$ cat src/rtl/seq_sub_div8.sv
// Multi-cycle unsigned restoring divider: one trial subtraction, one quotient bit per clock.
// A controller launches it with start and collects results on the one-cycle done pulse.
module seq_sub_div8 #(
    parameter int WIDTH = 8
) (
    input  logic             clk,
    input  logic             reset,
    input  logic             start,
    input  logic [WIDTH-1:0] dividend,
    input  logic [WIDTH-1:0] divisor,
    output logic             busy,
    output logic             done,
    output logic [WIDTH-1:0] quotient,
    output logic [WIDTH-1:0] remainder,
    output logic             div_by_zero
);
    localparam int CW = $clog2(WIDTH + 1);
    localparam logic [CW-1:0] LAST = CW'(WIDTH - 1);

    typedef enum logic [1:0] {IDLE, RUN, FIN} state_t;

    state_t           state_q;
    logic [WIDTH-1:0] d_q, v_q, r_q, q_q;
    logic [CW-1:0]    cnt_q;
    logic             dz_q;
    logic             busy_q, done_q, div_by_zero_q;
    logic [WIDTH-1:0] quotient_q, remainder_q;

    logic [WIDTH:0]   trial, diff;
    logic [WIDTH-1:0] r_d, q_d;

    // The top bit of the WIDTH+1 bit difference is the borrow, since R < V always holds.
    always_comb begin
        trial = {r_q, d_q[WIDTH-1]};
        diff  = trial - {1'b0, v_q};
        r_d   = diff[WIDTH-1:0];
        q_d   = {q_q[WIDTH-2:0], 1'b1};
        if (diff[WIDTH]) begin
            r_d = trial[WIDTH-1:0];
            q_d = {q_q[WIDTH-2:0], 1'b0};
        end
    end

    always_ff @(posedge clk or posedge reset) begin
        if (reset) begin
            state_q       <= IDLE;
            d_q           <= '0;
            v_q           <= '0;
            r_q           <= '0;
            q_q           <= '0;
            cnt_q         <= '0;
            dz_q          <= 1'b0;
            busy_q        <= 1'b0;
            done_q        <= 1'b0;
            quotient_q    <= '0;
            remainder_q   <= '0;
            div_by_zero_q <= 1'b0;
        end else begin
            done_q <= 1'b0;
            case (state_q)
                IDLE: begin
                    if (start) begin
                        d_q           <= dividend;
                        v_q           <= divisor;
                        cnt_q         <= '0;
                        busy_q        <= 1'b1;
                        div_by_zero_q <= 1'b0;
                        if (divisor == '0) begin
                            // Zero divisor skips the iterations; FIN publishes these directly.
                            r_q     <= dividend;
                            q_q     <= '1;
                            dz_q    <= 1'b1;
                            state_q <= FIN;
                        end else begin
                            r_q     <= '0;
                            q_q     <= '0;
                            dz_q    <= 1'b0;
                            state_q <= RUN;
                        end
                    end
                end
                RUN: begin
                    r_q   <= r_d;
                    q_q   <= q_d;
                    d_q   <= {d_q[WIDTH-2:0], 1'b0};
                    cnt_q <= cnt_q + 1'b1;
                    if (cnt_q == LAST) state_q <= FIN;
                end
                FIN: begin
                    quotient_q    <= q_q;
                    remainder_q   <= r_q;
                    div_by_zero_q <= dz_q;
                    done_q        <= 1'b1;
                    busy_q        <= 1'b0;
                    state_q       <= IDLE;
                end
                default: state_q <= IDLE;
            endcase
        end
    end

    assign busy        = busy_q;
    assign done        = done_q;
    assign quotient    = quotient_q;
    assign remainder   = remainder_q;
    assign div_by_zero = div_by_zero_q;
endmodule

$ cat config.mk
export PLATFORM = sky130hd
export DESIGN_NAME = seq_sub_div8
export DESIGN_NICKNAME = d
export VERILOG_FILES = /design/src/rtl/seq_sub_div8.sv
export SDC_FILE = /design/constraint.sdc
export NUM_CORES = 1
export LEC_CHECK = 0
export ABC_AREA = 0
export CAP_MARGIN = 15
export CORE_ASPECT_RATIO = 0.9
export CORE_UTILIZATION = 60
export CTS_BUF_LIST = sky130_fd_sc_hd__clkbuf_4 sky130_fd_sc_hd__clkbuf_8
export DETAILED_ROUTE_END_ITERATION = 10
export GPL_ROUTABILITY_DRIVEN = 0
export PLACE_DENSITY = 0.93
export SYNTH_ARGS = -nofsm -noshare
export SYNTH_HDL_FRONTEND = slang
export SYNTH_SLANG_ARGS = --single-unit
export TNS_END_PERCENT = 100
$ cat constraint.sdc
create_clock -name clk -period 3.7 [get_ports clk]
set_clock_uncertainty 0.2 [all_clocks]
set_input_delay 0.74 -clock clk [delete_from_list [all_inputs] [get_ports clk]]
set_output_delay 0.74 -clock clk [all_outputs]
set_load 0.01 [all_outputs]
==> out/results.txt <==
Height of the die = 67.4 um
Nets = 354
Unrepaired setup endpoints after global routing = false
Skew-Pair Late Insertion Delay = 0.34 ns
CP Launch Type = flip-flop
Post-Place Worst Slack = 0.622 ns
Slew HR = 36.1%
Setup Fix Bufs, Post-CTS = 0
Required time worst endpoint = 3.76 ns
TritonCTS clock tree = built
Diodes inserted = 0
Slew @ Worst Pin = 0.958 ns
CTS buffer count = 9
Final slew viol count = 0
Vias in the first global route = 2182
Worst-path clk slew = 0.07 ns
Sw Share = 39.5%
Initial antenna violation count = 0
P_leak = 1.58 nW
First-pass GRT wire length = 10.3 mm
Die area = 5030 um^2
Fraction of layout cells with a size suffix above 1 = 13.9%
DR DRC count = 0
Total number of vias = 2274
Synth Cell Area = 2850 um^2
Pwr Density = 954 nW/um^2
Die outline width = 74.7 um
Part of the power in the clock network = 19.6%
Cts repair resizes = 0
Bufs on Longest Clock Path = 2
Largest net degree at the start of global routing = 59
Syn_area_per_cell = 10.0 um^2
Worst IR drop on VDD = 678 uV
Hold bufs inserted after CTS = 0
Post-Syn Nets = 313
Worst hold margin = 0.285 ns
Synth async-reset ratio = 100%
Worst Path Max Fanout = 11
Post-detail-place hpwl = 4.22 mm
Post-synth EDFFs = 0
Post-synthesis sequential area ratio = 50.9%
Syn. warnings = 0
Clk sinks = 58
Number of DRC markers in iteration 0 = 181
Endpoint class of the critical path = flip-flop
Flop pwr share = 32.2%
Synthesis-stage register bit count = 58
H-tree Lvls = 3
Maxcap violations = 0
Sw Pwr = 1.32 mW
Final setup margin = 0.564 ns
Post-synth top cells = dfrtp_1 (58), nand2_1 (42), o21ai_0 (25), nor2_1 (20)
Most used DFF post-synth = dfrtp_1
Setup violators final = 0
IO buf count = 37
Arrival @ worst endpoint = 3.19 ns
Outcome = finished clean
Tightest Hold Check Type = flip-flop to flip-flop
Most frequent cell after synthesis = dfrtp_1
Grt ovf = 0
# rows = 23
Cell variety after synth = 46
Tmin final = 3.14 ns
Fmax = 319 MHz
Crit Path Category = flip-flop to flip-flop
Main area contributors after synthesis = dfrtp_1 (51%), mux2_2 (7.1%), nand2_1 (5.5%), o21ai_0 (4.4%), ha_1 (3.9%)
Hold Fails Final Rpt = 0
Initial core utilization = 63.1%
Synth area leader = dfrtp_1
Gate Count Post-Synth = 284
Root Driver = clkbuf_8
GRT Total Usage = 28.5%
Layout area overhead = 23.0%
Pint = 2.03 mW
Via/cell ratio = 5.80
# IOs = 38
Post-synth top area share = 50.9%
Antenna Nets Post-Route = 0
Combinational Power Share = 48.2%
Core area = 4520 um^2
Period utilisation layout = 84.8%
WL final = 6.22 mm
Drt pass-1 iters = 4
Aggregate negative setup slack = 0 ns
WL/cell = 15.9 um
==> registers in the layout, indices dropped and copies added, names as in the netlist <==
name and flops:
done 1, div_by_zero 1, state_q 2, q_q 8, d_q 8, busy 1
cnt_q 4, v_q 8, dz_q 1, r_q 8, quotient 8, remainder 8
==> power by group through the flow <==
stage	logic (mW)	clock network, mW	registers (mW)
final	1.61	0.656	1.08
after global routing	1.78	0.698	1.11
after CTS	1.59	0.665	1.08
after detailed placement	1.55	0	1.09
after global placement	1.49	0	1.07
after floorplan	1.18	0	1.05
==> final timing paths <==
kind / startpoint / end / slack, ns / depth (start not counted)
max: d_q[7] / r_q[0] / 0.56 / 9
min: busy / busy / 0.29 / 2
max reg2reg: d_q[7] / r_q[0] / 0.56 / 9
min reg2reg: busy / busy / 0.29 / 2
max in group asynchronous: reset / r_q[2] / 2.12 / 3
min in group asynchronous: reset / quotient[4] / 0.73 / 3
==> routing by layer <==
layer / part of all wire [%] / global-route usage, % / up-vias
li1: - / - / 1093
met1: 44 / 37.0 / 1089
met2: 49 / 45.6 / 80
met3: 5.5 / 8.96 / 12
met4: 1.6 / 9.20 / 0
met5: 0 / 0 / -
==> kinds of logic after synthesis <==
logic type | synth area share, %
multiplexers | 8.51
adder cells (fa/ha/maj) | 4.65
XOR/XNOR | 1.84
AO/OA/AOI/OAI | 17.1
AND/OR/NAND/NOR | 13.3
buffers and inverters | 3.77
flip-flops | 50.9
==> stage by stage <==
| step | util, % | instance area, um^2 | power (mW) | std cells |
|---|---|---|---|---|
| after floorplan | - | 2850 | 2.23 | 284 |
| after global placement | 72.7 | 3280 | 2.56 | 376 |
| after detailed placement | 72.7 | 3280 | 2.64 | 376 |
| after CTS | 77.7 | 3510 | 3.33 | 392 |
| after global routing | 77.7 | 3510 | 3.59 | 392 |
| final | 77.7 | 3510 | 3.35 | 392 |
==> cell usage in the layout, fill, tap and decap left out, types with 4 or more instances in the layout <==
| master | n |
|---|---|
| clkdlybuf4s50_1 | 37 |
| inv_1 | 11 |
| a21oi_1 | 18 |
| a31oi_1 | 9 |
| buf_4 | 6 |
| dfrtp_1 | 58 |
| mux2i_1 | 4 |
| o21ai_0 | 25 |
| xor2_1 | 5 |
| clkbuf_8 | 10 |
| ha_1 | 9 |
| nand2_1 | 42 |
| nor3_1 | 4 |
| nor2_1 | 20 |
| mux2_2 | 18 |
| nand3_1 | 6 |
==> area by class of cell <==
cell class,count,area (um^2)
multi-input cells,201,1290
well taps,62,77.6
inverters,12,45.0
fillers,308,1010
flip-flops and latches,58,1450
clock inverters,6,88.8
clock buffers,10,138
repair buffers,43,415
==> critical path: stages (launching register included) <==
cell,delay (ns)
dfrtp_1,0.37
inv_1,0.11
ha_1,0.18
inv_1,0.06
fa_1,0.45
a211oi_2,0.31
o21ai_1,0.14
a211oi_2,0.71
mux2_2,0.43
o21ai_2,0.11
(Power assumes the default switching activity.)
